**src/rtl/tri_setup_pkg.sv**
```systemverilog
// -----------------------------------------------------------------------------
// tri_setup_pkg
// Shared definitions for the triangle setup stage: FSM state encoding, the
// edge vertex-index table and the derived coefficient/area widths.
// No ports (package).
// -----------------------------------------------------------------------------
package tri_setup_pkg;

  localparam int TRI_WIDTH = 13;

  function automatic int c_width(input int w);
    return 2 * w;
  endfunction

  // Two guard bits so the sum of three full-width C terms cannot overflow.
  function automatic int area_width(input int w);
    return 2 * w + 2;
  endfunction

  localparam int TRI_C_WIDTH    = c_width(TRI_WIDTH);
  localparam int TRI_AREA_WIDTH = area_width(TRI_WIDTH);

  typedef enum logic [1:0] {
    IDLE  = 2'd0,
    DELTA = 2'd1,
    MUL   = 2'd2,
    EMIT  = 2'd3
  } state_e;

  // Edge k runs from vertex EDGE_I[k] to vertex EDGE_J[k].
  localparam int EDGE_I [3] = '{0, 1, 2};
  localparam int EDGE_J [3] = '{1, 2, 0};

endpackage

```
**src/rtl/signed_sub.sv**
```systemverilog
// -----------------------------------------------------------------------------
// signed_sub
// Edge delta in the pipeline's sign-preserving, one-bit-dropped convention:
// the WIDTH+1-bit difference p - q keeps its sign bit and its low WIDTH-1 bits,
// so the result stays WIDTH bits wide.
// Ports:
//   p_i  in   WIDTH  minuend (signed)
//   q_i  in   WIDTH  subtrahend (signed)
//   d_o  out  WIDTH  delta (signed)
// -----------------------------------------------------------------------------
module signed_sub
  import tri_setup_pkg::*;
#(
  parameter int WIDTH = TRI_WIDTH
) (
  input  logic signed [WIDTH-1:0] p_i,
  input  logic signed [WIDTH-1:0] q_i,
  output logic signed [WIDTH-1:0] d_o
);

  logic [WIDTH:0] diff;

  assign diff = {p_i[WIDTH-1], p_i} - {q_i[WIDTH-1], q_i};
  // Bit WIDTH-1 is the one dropped.
  assign d_o  = {diff[WIDTH], diff[WIDTH-2:0]};

endmodule

```
**src/rtl/tri_setup.sv**
```systemverilog
// -----------------------------------------------------------------------------
// tri_setup
// Triangle setup for the raster front end. Takes one triangle over a
// valid/ready handshake, computes per-edge A/B (deltas) and C (cross terms)
// coefficients plus the doubled signed area (CCW positive), and presents them
// on a registered valid/ready output.
//
// Build option: TRI_SETUP_CULL_EN
//   defined   -> triangles with area <= 0 are dropped; cull_drop pulses once.
//   undefined -> every triangle is emitted; cull_drop is tied low.
//
// Ports:
//   clk, rst_n                  clock, synchronous active-low reset
//   in_valid/in_ready           input handshake (ready only in IDLE)
//   x0,y0,x1,y1,x2,y2  [W]      signed vertex coordinates
//   out_valid/out_ready         output handshake
//   a0,b0,a1,b1,a2,b2  [W]      signed edge A/B coefficients
//   c0,c1,c2           [2W]     signed edge C coefficients
//   area               [2W+2]   signed doubled area
//   cull_drop                   one-cycle pulse per culled triangle
//
// state | meaning
// IDLE  | ready for a triangle; coordinates latched on accept
// DELTA | register the six edge deltas, clear the area accumulator
// MUL   | k = 0..2: compute C_k with two shared multipliers, accumulate area
// EMIT  | out_valid high, outputs held until out_ready
// -----------------------------------------------------------------------------
module tri_setup
  import tri_setup_pkg::*;
#(
  parameter int WIDTH = TRI_WIDTH
) (
  input  logic                      clk,
  input  logic                      rst_n,
  input  logic                      in_valid,
  output logic                      in_ready,
  input  logic signed [WIDTH-1:0]   x0,
  input  logic signed [WIDTH-1:0]   y0,
  input  logic signed [WIDTH-1:0]   x1,
  input  logic signed [WIDTH-1:0]   y1,
  input  logic signed [WIDTH-1:0]   x2,
  input  logic signed [WIDTH-1:0]   y2,
  output logic                      out_valid,
  input  logic                      out_ready,
  output logic signed [WIDTH-1:0]   a0,
  output logic signed [WIDTH-1:0]   b0,
  output logic signed [WIDTH-1:0]   a1,
  output logic signed [WIDTH-1:0]   b1,
  output logic signed [WIDTH-1:0]   a2,
  output logic signed [WIDTH-1:0]   b2,
  output logic signed [2*WIDTH-1:0] c0,
  output logic signed [2*WIDTH-1:0] c1,
  output logic signed [2*WIDTH-1:0] c2,
  output logic signed [2*WIDTH+1:0] area,
  output logic                      cull_drop
);

  localparam int CW = c_width(WIDTH);
  localparam int AW = area_width(WIDTH);

  state_e                  state_q, state_d;
  logic [1:0]              k_q, k_d;
  logic signed [WIDTH-1:0] vx_q [3];
  logic signed [WIDTH-1:0] vx_d [3];
  logic signed [WIDTH-1:0] vy_q [3];
  logic signed [WIDTH-1:0] vy_d [3];
  logic signed [WIDTH-1:0] da_q [3];
  logic signed [WIDTH-1:0] da_d [3];
  logic signed [WIDTH-1:0] db_q [3];
  logic signed [WIDTH-1:0] db_d [3];
  logic signed [WIDTH-1:0] da_w [3];
  logic signed [WIDTH-1:0] db_w [3];
  logic signed [CW-1:0]    c_q [3];
  logic signed [CW-1:0]    c_d [3];
  logic signed [AW-1:0]    area_q, area_d;
  logic                    out_valid_q, out_valid_d;

  logic signed [WIDTH-1:0] xi, yi, xj, yj;
  logic [CW-1:0]           prod_ij, prod_ji;
  logic signed [CW-1:0]    c_w;

`ifdef TRI_SETUP_CULL_EN
  logic cull_q, cull_d;
`endif

  // A_k = delta(y_i, y_j), B_k = delta(x_j, x_i)
  for (genvar e = 0; e < 3; e++) begin : g_edge
    signed_sub #(.WIDTH(WIDTH)) u_sub_a (
      .p_i (vy_q[EDGE_I[e]]),
      .q_i (vy_q[EDGE_J[e]]),
      .d_o (da_w[e])
    );
    signed_sub #(.WIDTH(WIDTH)) u_sub_b (
      .p_i (vx_q[EDGE_J[e]]),
      .q_i (vx_q[EDGE_I[e]]),
      .d_o (db_w[e])
    );
  end

  // Operand select for the current edge.
  always_comb begin
    xi = '0;
    yi = '0;
    xj = '0;
    yj = '0;
    for (int e = 0; e < 3; e++) begin
      if (k_q == 2'(e)) begin
        xi = vx_q[EDGE_I[e]];
        yi = vy_q[EDGE_I[e]];
        xj = vx_q[EDGE_J[e]];
        yj = vy_q[EDGE_J[e]];
      end
    end
  end

  // Operands sign-extended to CW so the low CW bits are the exact signed product.
  assign prod_ij = {{WIDTH{xi[WIDTH-1]}}, xi} * {{WIDTH{yj[WIDTH-1]}}, yj};
  assign prod_ji = {{WIDTH{xj[WIDTH-1]}}, xj} * {{WIDTH{yi[WIDTH-1]}}, yi};
  assign c_w     = prod_ij - prod_ji;

  always_comb begin
    state_d     = state_q;
    k_d         = k_q;
    vx_d        = vx_q;
    vy_d        = vy_q;
    da_d        = da_q;
    db_d        = db_q;
    c_d         = c_q;
    area_d      = area_q;
    out_valid_d = out_valid_q;
`ifdef TRI_SETUP_CULL_EN
    cull_d      = 1'b0;
`endif
    case (state_q)
      IDLE: begin
        if (in_valid) begin
          vx_d    = '{x0, x1, x2};
          vy_d    = '{y0, y1, y2};
          state_d = DELTA;
        end
      end
      DELTA: begin
        da_d    = da_w;
        db_d    = db_w;
        area_d  = '0;
        k_d     = '0;
        state_d = MUL;
      end
      MUL: begin
        for (int e = 0; e < 3; e++) begin
          if (k_q == 2'(e)) c_d[e] = c_w;
        end
        area_d = area_q + {{2{c_w[CW-1]}}, c_w};
        k_d    = k_q + 2'd1;
        if (k_q == 2'd2) begin
          k_d = '0;
`ifdef TRI_SETUP_CULL_EN
          // Decision uses the final area including C_2, so no extra cycle.
          if (area_d[AW-1] || (area_d == '0)) begin
            state_d = IDLE;
            cull_d  = 1'b1;
          end else begin
            state_d     = EMIT;
            out_valid_d = 1'b1;
          end
`else
          state_d     = EMIT;
          out_valid_d = 1'b1;
`endif
        end
      end
      EMIT: begin
        if (out_ready) begin
          state_d     = IDLE;
          out_valid_d = 1'b0;
        end
      end
      default: state_d = IDLE;
    endcase
  end

  always_ff @(posedge clk) begin
    if (!rst_n) begin
      state_q     <= IDLE;
      k_q         <= '0;
      vx_q        <= '{default: '0};
      vy_q        <= '{default: '0};
      da_q        <= '{default: '0};
      db_q        <= '{default: '0};
      c_q         <= '{default: '0};
      area_q      <= '0;
      out_valid_q <= 1'b0;
    end else begin
      state_q     <= state_d;
      k_q         <= k_d;
      vx_q        <= vx_d;
      vy_q        <= vy_d;
      da_q        <= da_d;
      db_q        <= db_d;
      c_q         <= c_d;
      area_q      <= area_d;
      out_valid_q <= out_valid_d;
    end
  end

`ifdef TRI_SETUP_CULL_EN
  always_ff @(posedge clk) begin
    if (!rst_n) cull_q <= 1'b0;
    else        cull_q <= cull_d;
  end
  assign cull_drop = cull_q;
`else
  assign cull_drop = 1'b0;
`endif

  assign in_ready  = (state_q == IDLE);
  assign out_valid = out_valid_q;
  assign a0        = da_q[0];
  assign b0        = db_q[0];
  assign a1        = da_q[1];
  assign b1        = db_q[1];
  assign a2        = da_q[2];
  assign b2        = db_q[2];
  assign c0        = c_q[0];
  assign c1        = c_q[1];
  assign c2        = c_q[2];
  assign area      = area_q;

endmodule

```
**config.mk**
```make
export PLATFORM = sky130hd
export DESIGN_NAME = tri_setup
export DESIGN_NICKNAME = d
export VERILOG_FILES = /design/src/rtl/tri_setup_pkg.sv /design/src/rtl/signed_sub.sv /design/src/rtl/tri_setup.sv
export SDC_FILE = /design/constraint.sdc
export NUM_CORES = 2
export LEC_CHECK = 0
export BUFFER_PORTS_ARGS = -buffer_cell sky130_fd_sc_hd__buf_2
export CAP_MARGIN = 20
export CORE_ASPECT_RATIO = 0.9
export CORE_UTILIZATION = 56
export DETAILED_ROUTE_END_ITERATION = 12
export GPL_ROUTABILITY_DRIVEN = 0
export GPL_TIMING_DRIVEN = 0
export PLACE_DENSITY = 0.82
export SLEW_MARGIN = 40
export SYNTH_ARGS = -nofsm -noshare
export SYNTH_HDL_FRONTEND = slang
export SYNTH_HIERARCHICAL = 1
export SYNTH_SLANG_ARGS = --single-unit
```
**constraint.sdc**
```tcl
create_clock -name clk -period 9.4 [get_ports clk]
set_input_delay 1.41 -clock clk [delete_from_list [all_inputs] [get_ports clk]]
set_output_delay 1.41 -clock clk [all_outputs]
set_load 0.03 [all_outputs]
```
==> flow_summary.toml <==
[outcome]
status = "finished with violations"
violations = "setup timing"

[timing]
fin_crit_sh_pct = 101
tightest_slew_ns = 0.904
final_max_slew_viol_count = 0
fin_worst_skew_ns = 0.0252
relSlewSlack_pct = 39.8
final.setup.worst_slack_ns = -0.0473
hold_violations = 0
fmax_ghz = 0.106
setup_viol = 2
tns_ns = -0.0747
period_minus_slack_ns = 9.45

[clock_tree]
cts_tree = "done"
clock_path_buffers = 3
clk_latency_ns = 0.59
path_clk_slew_ns = 0.06
cts_buffers = 28
h-tree-depth = 1
cts_hold_buf = 0
cts_root_buffer = "clkbuf_16"
cts.sinks = 267

[synth]
synth-adder-area-share_pct = 36.5
synth_ff_type = "dfxtp_1"
synth_edf_count = 0
synth_cell_types = 71
synth_top_family_by_area = "adder cells"
synth_compound_area_share_pct = 12.7
yosys.area_share.xor_xnor_pct = 3.38
postSynthAreaPerCell_sq_um = 8.34
synth-async-reset-ratio_pct = 0
muxShareOfSynthArea_pct = 3.85
syn-instance-count = 3463
yosys_warnings = 6
synth_area_leaders = "fa_1, dfxtp_1, ha_1"
synth_seq_cells = 267
yosys.area_share.simple_pct = 15.9
seq_area_frac_synth_pct = 18.5
synth_area_sq_mm = 0.0289
syn-num-nets = 4158
yosys.area.top_type_share_pct = 26.6
synth.largest_area_cell = "fa_1"

[global_routing]
grt_pass1_wl_microns = 145000
antenna_found_initial = 2
grt_usage_pct = 35.9
grt_pass1_vias = 25900
overflow = 0
grt_max_degree = 15

[placed_design]
hpwl_microns = 72700
place_inst = 4411
dpl_cell_area_sq_mm = 0.0311
portBuffers = 267

[floorplan]
start_util_pct = 57.0
rows = 78
io_pins = 269
dieArea_sq_mm = 0.0525
dieWidth_microns = 241
coreArea_sq_mm = 0.0507
fp.dieH_microns = 217

[final_layout]
postLayoutCellArea_sq_mm = 0.0343
final_cell_count_no_fill = 4546
fillers = 3775
drive_gt1_share_pct = 17.1
fin_nets = 4540
final_cell_mix = "inv_1, nand2_1, nor2_1"
utilization_pct = 67.7
syn_to_final_growth_pct = 18.6
final_common_cell = "inv_1"

[routing]
dr.pass1.iters = 13
wire_per_inst_microns = 21.5
wl_met2_microns = 41000
wl_met1_microns = 36100
routed-wl-met3_microns = 13500
ant_nets = 0
vias = 27100
routed_wl_microns = 97800
first_iter_violations = 3577
top_layer_used = "met5"
drc_errors = 0
drt-vias-per-instance = 5.96

[setup_path]
crit_slowest_cell = "fa_2"
path_buf_inv = 7
critPathCaptureType = "flop"
slowest_delay_ns = 0.64
cpMostUsedCell = "fa_1"
startpoint_type = "flop"
critPathTopFamily = "adder cells"
required_ns = 9.89
critPathArrivalTime_ns = 9.93
crit_type = "flop to flop"
path_max_fanout = 10

[flow_run]
maxCapViolCount = 0

[worst_hold_path]
hp-class = "flop to flop"
cell usage after synthesis (30+ instances only):
library cell / n
inv_1: 565
nand2_1: 423
nor2_1: 422
fa_1: 384
dfxtp_1: 267
a21oi_1: 243
ha_1: 229
mux2i_1: 111
clkbuf_1: 106
xnor2_1: 83
o21ai_0: 69
nor2b_1: 57
nand3_1: 48
o21a_1: 45
nor3_1: 30
kinds of logic after synthesis:
group / count (synthesis)
and+or+nand+nor: 1085
xor gates and xnor gates: 109
other: 1
adders and majority gates: 613
muxes: 111
DFF: 267
AOI/OAI and AO/OA: 573
buffers and inverters: 704
worst min-delay path, cell delays in order, from the launching register on:
cell and delay [ns]:
dfxtp_1 0.31, nand2_1 0.05, a21oi_1 0.05
flip-flops by register name (all words and copies together) (netlist names):
name       count
b1            13
vy_q          39
area          28
state_q        2
c0            26
c2            26
b2            13
out_valid      1
k_q            2
b0            13
a2            13
a0            13
vx_q          39
a1            13
c1            26
worst paths after layout:
kind	startpoint	to	slack (ns)	cells after the start
worst max-delay path	k_q[0]$_SDFFE_PN0P_	area[27]$_SDFFE_PN0P_	-0.05	34
worst min register to register	c2[21]$_SDFFE_PN0P_	c2[21]$_SDFFE_PN0P_	0.45	2
worst max register to register	k_q[0]$_SDFFE_PN0P_	area[27]$_SDFFE_PN0P_	-0.05	34
worst min-delay path	c2[21]$_SDFFE_PN0P_	c2[21]$_SDFFE_PN0P_	0.45	2
routing by layer:
metal / GRT usage, % / vias to the layer above
met3: 10.2 / 572
li1: - / 11800
met5: 0 / -
met2: 54.4 / 1961
met4: 16.8 / 2
met1: 47.2 / 12800
metrics by stage:
step | setup WS, ns | hold WS, ns
floorplan | 0.00562 | 0.461
global placement | -2.18 | 0.442
detailed placement | -2.06 | 0.446
CTS | 0.00494 | 0.455
global route | -0.367 | 0.475
finish | -0.0473 | 0.453
final cells by class:
class | count | area [sq um] | share of cell area (%)
multi-input combinational | 2493 | 22000 | 64.3
sequential | 267 | 5350 | 15.6
inverter | 567 | 2140 | 6.24
timing repair buffer | 354 | 2090 | 6.10
buffer | 134 | 905 | 2.64
tap | 680 | 851 | 2.48
clock buffer | 36 | 761 | 2.22
clock inverter | 14 | 126 | 0.369
antenna | 1 | 2.50 | 0.00730
repair_timing:
action	4_1_cts	5_1_grt
pin swaps	24	48
buffers inserted	40	44
gates resized for setup	221	169
cloned	0	3
setup endpoints to repair	31	11
hold endpoints to repair	0	0
Power is left out: the tool's default activity adds up to more than one toggle a clock period on the data nets, which glitch-free logic cannot reach.
